### src/rtl/tmp_act_if.sv
// tmp_act_if: request/enable bundle between the temperature controller
// (master) and the heater/cooler actuator driver (slave).
interface tmp_act_if;
    logic heat_req;
    logic cool_req;
    logic heater_en;
    logic cooler_en;
    logic dead_active;
    logic conflict;
    logic fault;

    modport master (
        output heat_req, cool_req,
        input  heater_en, cooler_en, dead_active, conflict, fault
    );

    modport slave (
        input  heat_req, cool_req,
        output heater_en, cooler_en, dead_active, conflict, fault
    );
endinterface

### src/rtl/tmp_act_drv.sv
// tmp_act_drv: mutually exclusive heater/cooler drive with min on-time and dead-time.
// Optional max on-time limit with sticky fault when ACT_MAXON_EN is defined.
module tmp_act_drv #(
    parameter int MIN_ON = 16,
    parameter int DEAD   = 8,
    parameter int MAX_ON = 1024,
    parameter int CNT_W  = 16
) (
    input logic       clk,
    input logic       rst,
    tmp_act_if.slave  act
);
    localparam logic [1:0] S_IDLE = 2'd0;
    localparam logic [1:0] S_HEAT = 2'd1;
    localparam logic [1:0] S_COOL = 2'd2;
    localparam logic [1:0] S_DEAD = 2'd3;

    if (MIN_ON < 1 || DEAD < 1 || MAX_ON <= MIN_ON) begin : g_bad_param
        $error("tmp_act_drv: illegal MIN_ON/DEAD/MAX_ON combination");
    end

    logic [1:0]       state, state_n;
    logic [CNT_W-1:0] cnt, cnt_n, cnt_inc;
    logic             conflict_q, fault_q;
    logic             on, exit_req, min_met, dead_done, normal_exit, maxon_hit;
    logic [1:0]       eval_st;

    assign on          = (state == S_HEAT) || (state == S_COOL);
    assign exit_req    = (state == S_HEAT) ? (~act.heat_req | act.cool_req)
                                           : (~act.cool_req | act.heat_req);
    assign min_met     = cnt >= CNT_W'(MIN_ON - 1);
    assign dead_done   = cnt == CNT_W'(DEAD - 1);
    assign normal_exit = on && exit_req && min_met;
    assign cnt_inc     = &cnt ? cnt : cnt + 1'b1;
    // A latched fault parks the driver in IDLE until reset
    assign eval_st     = fault_q                      ? S_IDLE :
                         act.heat_req & ~act.cool_req ? S_HEAT :
                         act.cool_req & ~act.heat_req ? S_COOL : S_IDLE;

`ifdef ACT_MAXON_EN
    assign maxon_hit = on && !normal_exit && (cnt == CNT_W'(MAX_ON - 1));
    always_ff @(posedge clk or posedge rst) begin
        if (rst) fault_q <= 1'b0;
        else if (maxon_hit) fault_q <= 1'b1;
    end
`else
    assign maxon_hit = 1'b0;
    assign fault_q   = 1'b0;
`endif

    always_comb begin
        state_n = state;
        cnt_n   = cnt_inc;
        if (state == S_IDLE) begin
            state_n = eval_st;
            cnt_n   = '0;
        end else if (on) begin
            state_n = (normal_exit || maxon_hit) ? S_DEAD : state;
            cnt_n   = (normal_exit || maxon_hit) ? '0 : cnt_inc;
        end else if (dead_done) begin
            state_n = eval_st;
            cnt_n   = '0;
        end
    end

    always_ff @(posedge clk or posedge rst) begin
        if (rst) begin
            state      <= S_IDLE;
            cnt        <= '0;
            conflict_q <= 1'b0;
        end else begin
            state      <= state_n;
            cnt        <= cnt_n;
            conflict_q <= act.heat_req & act.cool_req;
        end
    end

    assign act.heater_en   = state == S_HEAT;
    assign act.cooler_en   = state == S_COOL;
    assign act.dead_active = state == S_DEAD;
    assign act.conflict    = conflict_q;
    assign act.fault       = fault_q;
endmodule

### src/flat_wrapper.sv
// flat-port wrapper written by rule: the top's interface ports become plain ports
module tmp_act_drv_flat 
#(
    parameter int MIN_ON = 16,
    parameter int DEAD   = 8,
    parameter int MAX_ON = 1024,
    parameter int CNT_W  = 16
)
  (clk, rst, act_heat_req, act_cool_req, act_heater_en, act_cooler_en, act_dead_active, act_conflict, act_fault);
  tmp_act_if act_i ();
  input logic clk;
  input logic rst;
  input wire logic [$bits(act_i.heat_req)-1:0] act_heat_req;
  input wire logic [$bits(act_i.cool_req)-1:0] act_cool_req;
  output wire logic [$bits(act_i.heater_en)-1:0] act_heater_en;
  output wire logic [$bits(act_i.cooler_en)-1:0] act_cooler_en;
  output wire logic [$bits(act_i.dead_active)-1:0] act_dead_active;
  output wire logic [$bits(act_i.conflict)-1:0] act_conflict;
  output wire logic [$bits(act_i.fault)-1:0] act_fault;
  assign act_i.heat_req = act_heat_req;
  assign act_i.cool_req = act_cool_req;
  assign act_heater_en = act_i.heater_en;
  assign act_cooler_en = act_i.cooler_en;
  assign act_dead_active = act_i.dead_active;
  assign act_conflict = act_i.conflict;
  assign act_fault = act_i.fault;
  tmp_act_drv #(.MIN_ON(MIN_ON), .DEAD(DEAD), .MAX_ON(MAX_ON), .CNT_W(CNT_W)) u_core (.clk(clk), .rst(rst), .act(act_i));
endmodule
### config.mk
export PLATFORM = sky130hd
export DESIGN_NAME = tmp_act_drv_flat
export DESIGN_NICKNAME = d
export VERILOG_FILES = /design/src/rtl/tmp_act_if.sv /design/src/rtl/tmp_act_drv.sv /design/src/flat_wrapper.sv
export SDC_FILE = /design/constraint.sdc
export NUM_CORES = 1
export LEC_CHECK = 0
export BUFFER_PORTS_ARGS = -buffer_cell sky130_fd_sc_hd__buf_2
export CAP_MARGIN = 25
export CELL_PAD_IN_SITES_DETAIL_PLACEMENT = 1
export CELL_PAD_IN_SITES_GLOBAL_PLACEMENT = 2
export CORE_AREA = 2 2 58 60
export CTS_CLUSTER_DIAMETER = 60
export CTS_CLUSTER_SIZE = 14
export DETAILED_ROUTE_END_ITERATION = 6
export DIE_AREA = 0 0 60 62
export PLACE_DENSITY_LB_ADDON = 0.2
export SYNTH_ARGS = -nofsm -noshare
export SYNTH_HDL_FRONTEND = slang
export SYNTH_SLANG_ARGS = --single-unit
### constraint.sdc
create_clock -name clk -period 3.32 [get_ports clk]
set_input_delay 0.498 -clock clk [delete_from_list [all_inputs] [get_ports clk]]
set_output_delay 0.498 -clock clk [all_outputs]
set_load 0.005 [all_outputs]
==> results of run 1 <==
==> state kept, by name, indices dropped and copies added, names as in the netlist <==
name,count
u_core.cnt,16
u_core.state,2
u_core.act.conflict,1
==> final cells by class <==
class                   instances  area [um^2]  share of cell area [%]
multi-input cells              91          699                    52.8
flip-flops and latches         19          475                    35.9
well taps                      46         57.6                    4.34
repair buffers                  7         35.0                    2.64
inverters                       8         30.0                    2.27
clock buffers                   3         22.5                    1.70
clock inverters                 1         5.00                   0.378
==> worst paths after layout <==
check                                                end  cells past startpoint
min                              u_core.cnt[9]$_DFF_PP0_                      2
min reg2reg                  u_core.state[0]$_DFFE_PP0P_                      1
max reg2reg                  u_core.state[0]$_DFFE_PP0P_                      6
max in group asynchronous        u_core.cnt[0]$_DFF_PP0_                      2
max                          u_core.state[0]$_DFFE_PP0P_                      6
min in group clk           u_core.act.conflict$_DFF_PP0_                      2
==> power by group through the flow <==
stage | Sequential, mW | Clock (mW) | Combinational, mW
6_report | 0.321 | 0.125 | 0.251
5_1_grt | 0.329 | 0.144 | 0.290
4_1_cts | 0.321 | 0.128 | 0.261
3_5_place_dp | 0.325 | 0 | 0.262
3_3_place_gp | 0.325 | 0 | 0.250
2_1_floorplan | 0.314 | 0 | 0.211
==> placed cells by master, fill, tap and decap left out, types with 3 or more instances in the layout <==
master	instances
inv_1	8
a211oi_2	3
a21oi_1	6
nor2_1	7
buf_2	7
a31oi_1	5
dfrtp_1	19
o21ai_0	3
or3_1	5
ha_1	5
clkbuf_4	3
nor4_1	3
nand2_1	4
nor3_1	4
nand3_1	6
==> through the flow <==
step / hold slack (ps) / utilization (%)
after floorplan: 449 / -
after global placement: 535 / 40.8
after detailed placement: 546 / 40.8
after CTS: 335 / 41.7
after global routing: 343 / 41.7
final: 295 / 41.7
==> routing by layer <==
layer,up-vias,share of wire (%)
met5,-,0
met4,0,0.70
met3,2,2.3
met1,469,50
li1,471,-
met2,10,47
==> logic make-up after synthesis <==
family / share of synthesized area (%)
DFF: 38.5
AOI/OAI and AO/OA: 18.2
adders and majority gates: 5.07
and+or+nand+nor: 32.3
buffers and inverters: 4.86
other: 0.304
xor gates and xnor gates: 0.709
==> worst max-delay path, cell delays in order (launching register included) <==
cell	delay, ps
dfrtp_1	410
inv_1	80
ha_1	310
nor4bb_1	400
a41oi_2	240
o21ai_4	260
o22a_2	240
==> results by group, run 1 <==
Synthesis
  – Dominant synthesized flop cell: dfrtp_1
  – Yosys reg bits: 19
  – Cell area after synthesis: 1230 um^2
  – Post-synth ARST share: 100%
  – Synth top area share: 38.5%
  – Count leader, synth: dfrtp_1
  – Synth Instances: 121
  – Seq/Total Area, Yosys: 38.5%
  – Yosys warnings: 0
  – Synth unique cells: 43
  – Top cells by count, synth: 19 x dfrtp_1, 8 x inv_1, 7 x nor2_1, 6 x a21oi_1, 6 x nand3_1
  – Post-synth EDFFs: 0
  – Syn_area_per_cell: 10.2 um^2
  – Synth area leaders: dfrtp_1 39%, ha_1 5.1%, nor4_4 3.4%
  – Post-Syn Nets: 130
  – Largest area contributor in the synthesized netlist: dfrtp_1

Setup path
  – CP endpoint kind: flop
  – Crit start category: flop
  – Critical path startpoint: u_core.state[0]$_DFFE_PP0P_
  – Maximum fanout along the worst path: 18
  – Worst Path Arrival: 2250 ps
  – Classification of the worst setup path: flop to flop
  – Flop2flop setup slack: 1320 ps
  – Worst R2R Start: u_core.state[0]$_DFFE_PP0P_
  – Critical Path RT: 3560 ps

Clock network
  – Root Driver: clkbuf_4
  – Cts bufs inserted: 3
  – Clock Latency Late Sink: 310 ps
  – CTS max path bufs: 2
  – CTS H-tree lvls: 1
  – Hold buffers post-CTS: 0
  – Post-CTS sizing: 0
  – CTS tree: done
  – CTS sink count: 19
  – Reg clk slew, reported paths: 130 ps
  – Post-CTS Setup Inserts: 0

Route
  – WL per Instance: 15.5 um
  – Initial DRT Pass Iterations: 4
  – DR vias: 952
  – Detail Route Antenna Nets: 0
  – Vias/cell: 5.44
  – Final WL: 2710 um
  – Post-route DRC: 0
  – 1st-iter DRT viols: 37

Placed design
  – Count of input and output buffers: 7
  – Final HPWL DP: 2070 um
  – Dpl ws: 1340 ps
  – Placer Congestion: 0.706
  – Placed Instances: 171
  – Dpl cell area: 1300 um^2

Global routing
  – Grt met3 use: 2.69%
  – First-pass GRT wire length: 4600 um
  – Met1 usage: 22.4%
  – M2 GR Usage: 27.6%
  – Vias in the first global route: 980
  – Initial antenna violation count: 0
  – GRT Overall Usage: 16.8%
  – Pin count of the biggest net entering global routing: 20
  – Remaining global-route overflow: 0
  – GRT busiest layer: met2

Timing
  – RSZ-0062 raised after global routing: false
  – F_max: 499 MHz
  – Worst slew pin tran: 752 ps
  – Final setup viols: 0
  – Setup_tns: 0 ps
  – Setup ws final: 1320 ps
  – Worst slew margin: 49.8%
  – Clock skew: 12.8 ps
  – Crit share post-route: 60.3%
  – Tmin final: 2000 ps
  – Final Hold Vio Count: 0
  – Slew Limit Fails: 0

Layout
  – Final design area excluding fillers: 1330 um^2
  – Area Growth Syn to Fin: 7.29%
  – Final #Nets: 139
  – Layout cells sized above 1: 24.0%
  – ANT cells: 0
  – Final Non-Filler Cells: 175
  – Fillers: 365

Pwr
  – Total net switching power: 0.276 mW
  – Gate power share: 36.0%
  – Power share of the sequential group: 46.0%
  – Final Total Pwr: 0.697 mW
  – Net Sw Frac: 39.5%
  – PD cells: 526 nW/um^2
  – Pleak: 0.499 nW
  – Worst IR Drop VDD: 0.000232 V
  – Clock Power Share: 18.0%
  – Internal power: 0.422 mW

Floorplan
  – Core Rows: 21
  – Die Span Y: 62 um
  – # IOs: 9
  – Initial core utilization: 38.8%
  – Core area: 3180 um^2
  – Die X: 60 um
  – Die Area: 3720 um^2

Min path
  – Hold Crit Class: input port to asynchronous set/reset pin

Run status
  – Status: finished clean

Run
  – Max-cap violations: 0
No activity file was read; power rests on OpenSTA's default activity.
==> inputs of run 2 (changes only) <==
Settings changed: CORE_AREA 2 2 58 60 to 2 2 64 66, DIE_AREA 0 0 60 62 to 0 0 66 68.
Clock period 3.32 ns to 1.8 ns, I/O delays scaled along.
==> run 2 against run 1 <==
Effect of this change: combinational power grew to 3.4 times the previous value; die area grew 21%; count of clock-buffer cells in the layout grew 1; cell area grew 18%; fmax grew 17%; non-clock buffer count grew 15; final cell count grew 11%; sequential power grew 76%; global-route usage shrank 0.60 points; clock skew shrank 11 ps; largest cell class unchanged; largest power group is now combinational cells; highest routed layer unchanged.
==> results by group, run 2 (synthesis gave the netlist of run 1 again) <==
Setup path
  – FF-to-FF path depth: 6 (unchanged)
  – Worst R2R Start: u_core.cnt[0]$_DFF_PP0_
  – Worst Path Arrival: 1870 ps (-380 ps)
  – Classification of the worst setup path: flop to flop
  – Crit start category: flop
  – Maximum fanout along the worst path: 4 (-14)
  – FF-to-FF End: u_core.cnt[11]$_DFF_PP0_
  – Flop2flop setup slack: 90 ps (-1230 ps)
  – CP endpoint kind: flop
  – Critical Path RT: 1950 ps (-1610 ps)

Layout
  – Layout cells sized above 1: 36.8% (+13 points)
  – Final #Nets: 154 (+11%)
  – Area Growth Syn to Fin: 26.2%
  – Most common cell after layout, fill and taps aside: dfrtp_1
  – Most frequent cells in the layout: 18 x dfrtp_1, 11 x buf_4, 8 x inv_1, 7 x nor2_1, 7 x buf_2
  – ANT cells: 0 (unchanged)
  – Final Non-Filler Cells: 194 (+11%)
  – Max FFs per register: 16 (unchanged)
  – Reg with most FFs: u_core.cnt
  – Fillers: 442 (+21%)

Run
  – Max-cap violations: 0 (unchanged)

Global routing
  – Pin count of the biggest net entering global routing: 12 (-40%)
  – GRT Overall Usage: 16.2% (-0.60 points)
  – Vias in the first global route: 1089 (+11%)
  – Remaining global-route overflow: 0 (unchanged)
  – First-pass GRT wire length: 5400 um (+18%)
  – Initial antenna violation count: 0 (unchanged)

Placed design
  – Dpl ws: -100 ps (-1440 ps)
  – Placer Congestion: 0.761 (+7.8%)
  – Final HPWL DP: 2340 um (+13%)
  – Count of input and output buffers: 7 (unchanged)
  – Placed Instances: 184 (+7.6%)

Min path
  – WHS Endpoint: u_core.act.conflict$_DFF_PP0_
  – Hold Crit Class: input port to flop
  – Worst Hold Launch: act_cool_req
  – Hold path depth: 2

Pwr
  – Final Total Pwr: 1.71 mW (+150%)
  – Gate power share: 49.0% (+13 points)
  – Clock Power Share: 17.9% (about the same)
  – Net Sw Frac: 36.0% (-3.5 points)
  – PD cells: 1100 nW/um^2 (+110%)
  – Power share of the sequential group: 33.0% (-13 points)
  – Worst IR Drop VDD: 0.000603 V (+160%)
  – Internal power: 1.10 mW (+160%)
  – Pleak: 0.608 nW (+22%)
  – Total net switching power: 0.617 mW (+120%)

Run status
  – Status: finished clean

Route
  – Detail Route Antenna Nets: 0 (unchanged)
  – Final WL: 3220 um (+19%)
  – Initial DRT Pass Iterations: 4 (unchanged)
  – 1st-iter DRT viols: 29 (-22%)
  – WL per Instance: 16.6 um (+7.1%)
  – Vias/cell: 5.30 (-2.5%)
  – Post-route DRC: 0 (unchanged)
  – DR vias: 1029 (+8.1%)

Floorplan
  – # IOs: 9 (unchanged)
  – Die X: 66 um (+10%)
  – Die Area: 4490 um^2 (+21%)
  – Initial core utilization: 32.0% (-6.8 points)
  – Die Span Y: 68 um (+9.7%)
  – Core area: 3860 um^2 (+21%)
  – Core Rows: 23 (+9.5%)

Timing
  – Crit share post-route: 95.1% (+35 points)
  – Tmin final: 1710 ps (-291 ps)
  – Final hold slack: 259 ps (-36.7 ps)
  – Setup_tns: 0 ps (unchanged)
  – Clock skew: 2.28 ps (-10.5 ps)
  – Setup ws final: 88.5 ps (-1230 ps)
  – Slew Limit Fails: 0 (unchanged)
  – Final setup viols: 0 (unchanged)
  – Final Hold Vio Count: 0 (unchanged)
  – F_max: 584 MHz (+17%)

Clock network
  – CTS tree: done
  – CTS H-tree lvls: 1 (unchanged)
  – Clock Latency Late Sink: 260 ps (-50 ps)
  – CTS max path bufs: 2 (unchanged)
  – CTS sink count: 19 (unchanged)
  – Reg clk slew, reported paths: 80 ps (-50 ps)
  – Cts bufs inserted: 3 (unchanged)
  – Root Driver: clkbuf_8
-- run 2: cell types whose count changed in the layout (fill, tap and decap cells not counted), moves of 2 or more --
cell,change
buf_4,+11
clkbuf_4,-3
clkbuf_8,+3
buf_6,+2
nor4_4,+2
ha_1,-2
-- run 2: what timing repair did --
| item | 4_1_cts | 5_1_grt |
|---|---|---|
| hold endpoints to repair | 8 | 0 |
| gates cloned | 0 | 0 |
| setup endpoints to repair | 18 | 16 |
| hold buffers | 1 | 0 |
| gates resized for setup | 1 | 13 |
| setup buffers | 3 | 2 |
| pin swaps | 1 | 2 |
-- run 2: area by class of cell --
type	count	area, um^2	share of cell area [%]
timing repair buffer	22	170	10.9
inverter	8	30.0	1.93
sequential	19	477	30.6
tap	50	62.6	4.01
clock buffer	4	45.0	2.89
multi-input combinational	91	774	49.7
-- run 2: how the worst max path moves through the flow --
stage	start	cells past startpoint	slack, ps	to
2_1_floorplan	u_core.state[0]$_DFFE_PP0P_	7	70	u_core.cnt[12]$_DFF_PP0_
3_3_place_gp	u_core.cnt[0]$_DFF_PP0_	5	-9	u_core.state[0]$_DFFE_PP0P_
3_5_place_dp	u_core.state[0]$_DFFE_PP0P_	6	-100	u_core.state[0]$_DFFE_PP0P_
4_1_cts	u_core.state[0]$_DFFE_PP0P_	7	2	u_core.cnt[9]$_DFF_PP0_
5_1_grt	u_core.state[1]$_DFFE_PP0P_	7	-10	u_core.state[0]$_DFFE_PP0P_
6_report	u_core.cnt[0]$_DFF_PP0_	6	90	u_core.cnt[11]$_DFF_PP0_
-- run 2: power by group through the flow --
| stage | Sequential (mW) | Combinational, mW | Clock, mW |
|---|---|---|---|
| 2_1_floorplan | 0.579 | 0.390 | 0 |
| 3_3_place_gp | 0.563 | 0.590 | 0 |
| 4_1_cts | 0.560 | 0.725 | 0.319 |
| 3_5_place_dp | 0.567 | 0.621 | 0 |
| 6_report | 0.566 | 0.841 | 0.308 |
| 5_1_grt | 0.577 | 0.928 | 0.338 |
-- run 2: critical path, stage by stage, from the launching register on --
cell and delay, ps:
dfrtp_1 390, ha_2 230, nor4bb_4 170, a41oi_2 310, o21ai_4 140, buf_6 150
a311oi_1 220
-- run 2: per-layer routing --
layer | wire length, um | track usage [%] | vias to the layer above
met3 | 62 | 3.95 | 2
met4 | 25 | 3.06 | 0
met2 | 1660 | 28.4 | 8
met5 | 0 | 0 | -
li1 | - | - | 496
met1 | 1480 | 20.4 | 523
-- run 2: per-stage QoR --
| step | util [%] | cell area [um^2] |
|---|---|---|
| final | 40.4 | 1560 |
| after global routing | 40.4 | 1560 |
| after CTS | 38.0 | 1470 |
| after detailed placement | 35.5 | 1370 |
| after global placement | 35.5 | 1370 |
| after floorplan | - | 1230 |
==> inputs of run 3 (changes only) <==
--- a/config.mk
+++ b/config.mk
@@ -11,5 +11,5 @@
 export CELL_PAD_IN_SITES_GLOBAL_PLACEMENT = 2
 export CORE_AREA = 2 2 64 66
-export CTS_CLUSTER_DIAMETER = 60
+export CTS_CLUSTER_DIAMETER = 200
 export CTS_CLUSTER_SIZE = 14
 export DETAILED_ROUTE_END_ITERATION = 6
==> constraint.sdc (replaced) <==
create_clock -name clk -period 1.8 [get_ports clk]
set_input_delay 0.36 -clock clk [delete_from_list [all_inputs] [get_ports clk]]
set_output_delay 0.36 -clock clk [all_outputs]
set_load 0.005 [all_outputs]
==> run 3 against run 2 <==
Effect of this change: via count is 0.29% lower; fmax is 1.0% lower; flip-flop and latch count stayed put; non-clock buffer count is 1 lower; first-iteration DRC count is 6.9% lower; final cell count is 0.52% lower; die area stayed put; clock skew is 1.9 ps higher; sequential share of layout area is 0.20 points higher; worst hold slack worse by 210 ps; cell area is 0.64% lower; core utilization is 0.26 points lower; critical endpoint unchanged.
==> results by group, run 3 (synthesis gave the netlist of run 1 again) <==
Floorplan
  – Core area: 3860 um^2 (unchanged)
  – # IOs: 9 (unchanged)
  – Die Span Y: 68 um (unchanged)
  – Initial core utilization: 32.0% (unchanged)
  – Core Rows: 23 (unchanged)
  – Die X: 66 um (unchanged)
  – Die Area: 4490 um^2 (unchanged)

Layout
  – Final #Nets: 153 (-0.65%)
  – Max FFs per register: 16 (unchanged)
  – Final Non-Filler Cells: 193 (-0.52%)
  – Area Growth Syn to Fin: 25.4%
  – Layout cells sized above 1: 37.1% (+0.26 points)
  – Final design area excluding fillers: 1550 um^2 (-0.64%)
  – Reg with most FFs: u_core.cnt
  – ANT cells: 0 (unchanged)
  – Most frequent cells in the layout: 18 x dfrtp_1, 11 x buf_4, 8 x inv_1, 7 x nor2_1, 7 x buf_2
  – Most common cell after layout, fill and taps aside: dfrtp_1

Global routing
  – Vias in the first global route: 1089 (unchanged)
  – GRT Overall Usage: 16.2% (unchanged)
  – First-pass GRT wire length: 5400 um (unchanged)
  – Remaining global-route overflow: 0 (unchanged)
  – Initial antenna violation count: 0 (unchanged)
  – Pin count of the biggest net entering global routing: 12 (unchanged)

Route
  – Detail Route Antenna Nets: 0 (unchanged)
  – Final WL: 3210 um (-0.28%)
  – Post-route DRC: 0 (unchanged)
  – WL per Instance: 16.6 um (+0.24%)
  – Vias/cell: 5.32 (+0.23%)
  – Initial DRT Pass Iterations: 4 (unchanged)
  – 1st-iter DRT viols: 27 (-6.9%)
  – DR vias: 1026 (-0.29%)

Clock network
  – CTS sink count: 19 (unchanged)
  – Root Driver: clkbuf_8
  – Reg clk slew, reported paths: 80 ps (about the same)
  – CTS max path bufs: 2 (unchanged)
  – Hold buffers post-CTS: 0 (-1)
  – Cts bufs inserted: 3 (unchanged)
  – CTS tree: done
  – Clock Latency Late Sink: 260 ps (about the same)
  – CTS H-tree lvls: 1 (unchanged)

Setup path
  – CP peak stage delay: 370 ps (-20 ps)
  – Flop2flop setup slack: 70 ps (-20 ps)
  – Critical Path RT: 1950 ps (about the same)
  – Crit start category: flop
  – Crit-path slowest cell: dfrtp_1
  – Classification of the worst setup path: flop to flop
  – Worst Path Arrival: 1880 ps (about the same)
  – Top delay family on crit path: compound AO/OA/AOI/OAI gates
  – CP endpoint kind: flop
  – Maximum fanout along the worst path: 4 (unchanged)
  – Worst path bufs/invs: 2 (+1)
  – Worst-path cell chain: inv_1, ha_4, nor4bb_4, a41oi_2, o21ai_4, buf_6, a311oi_1

Pwr
  – Worst IR Drop VDD: 0.000604 V (+0.19%)
  – Pleak: 0.603 nW (-0.69%)
  – PD cells: 1110 nW/um^2 (+0.77%)
  – Final Total Pwr: 1.72 mW (+0.13%)

Placed design
  – Placed Instances: 184 (unchanged)
  – Dpl ws: -100 ps (unchanged)
  – Final HPWL DP: 2340 um (unchanged)
  – Dpl cell area: 1370 um^2 (unchanged)
  – Placer Congestion: 0.761 (unchanged)
  – Count of input and output buffers: 7 (unchanged)

Timing
  – Setup ws final: 71.1 ps (-17.4 ps)
  – Crit share post-route: 96.1% (+0.97 points)
  – Final setup viols: 0 (unchanged)
  – Clock skew: 4.20 ps (+1.92 ps)
  – Slew Limit Fails: 0 (unchanged)
  – Setup_tns: 0 ps (unchanged)
  – Final Hold Vio Count: 0 (unchanged)
  – Tmin final: 1730 ps (+17.4 ps)
  – F_max: 578 MHz (-1.0%)

Run status
  – Status: finished clean

Run
  – Max-cap violations: 0 (unchanged)

Min path
  – Hold Crit Class: input port to asynchronous set/reset pin
-- run 3: changes by cell type in the layout (fill, tap and decap cells not counted), sizes merged --
cell,delta
dlygate4sd3,-1
-- run 3: worst register-to-register path: stages, from the launching register on --
cell and delay (ps):
dfrtp_1 370, inv_1 90, ha_4 290, nor4bb_4 40
a41oi_2 320, o21ai_4 140, buf_6 150, a311oi_1 230
-- run 3: metrics by stage --
| stage | util, % | hold slack (ps) |
|---|---|---|
| after CTS | 37.8 | 57.8 |
| after global routing | 40.2 | 70.8 |
| after detailed placement | 35.5 | 342 |
| after floorplan | - | 311 |
| after global placement | 35.5 | 335 |
| final | 40.2 | 48.5 |
-- run 3: report_power, final --
part           switching (mW)  internal, mW  total (mW)
registers              0.0688         0.497       0.566
logic                   0.399         0.441       0.840
clock network           0.153         0.158       0.310
total                   0.621          1.10        1.72
-- run 3: timing repair --
| item | in CTS | in global routing |
|---|---|---|
| buffers inserted | 3 | 2 |
| hold endpoints to repair | 0 | 0 |
| resized for setup | 1 | 13 |
| setup endpoints to repair | 18 | 16 |
| pin swaps | 1 | 2 |
-- run 3: final timing paths --
check / from / end / cells past startpoint
setup / recovery: u_core.state[0]$_DFFE_PP0P_ / u_core.cnt[11]$_DFF_PP0_ / 7
min in group clk: act_cool_req / u_core.act.conflict$_DFF_PP0_ / 2
setup reg to reg: u_core.state[0]$_DFFE_PP0P_ / u_core.cnt[11]$_DFF_PP0_ / 7
max in group asynchronous: rst / u_core.cnt[6]$_DFF_PP0_ / 3
hold / removal: rst / u_core.cnt[11]$_DFF_PP0_ / 2
hold reg to reg: u_core.cnt[14]$_DFF_PP0_ / u_core.cnt[14]$_DFF_PP0_ / 1
-- run 3: area by class of cell --
class	count	area, um^2
Inverter	8	30.0
Sequential cell	19	477
Tap cell	50	62.6
Clock buffer	4	45.0
Timing Repair Buffer	21	160
Fill cell	443	2310
Multi-Input combinational cell	91	774
-- run 3: layer usage --
layer | vias to the layer above | track usage, % | part of all wire (%)
met2 | 8 | 28.4 | 51
li1 | 494 | - | -
met3 | 2 | 3.95 | 2.0
met1 | 522 | 20.4 | 46
met5 | - | 0 | 0
met4 | 0 | 3.06 | 0.78
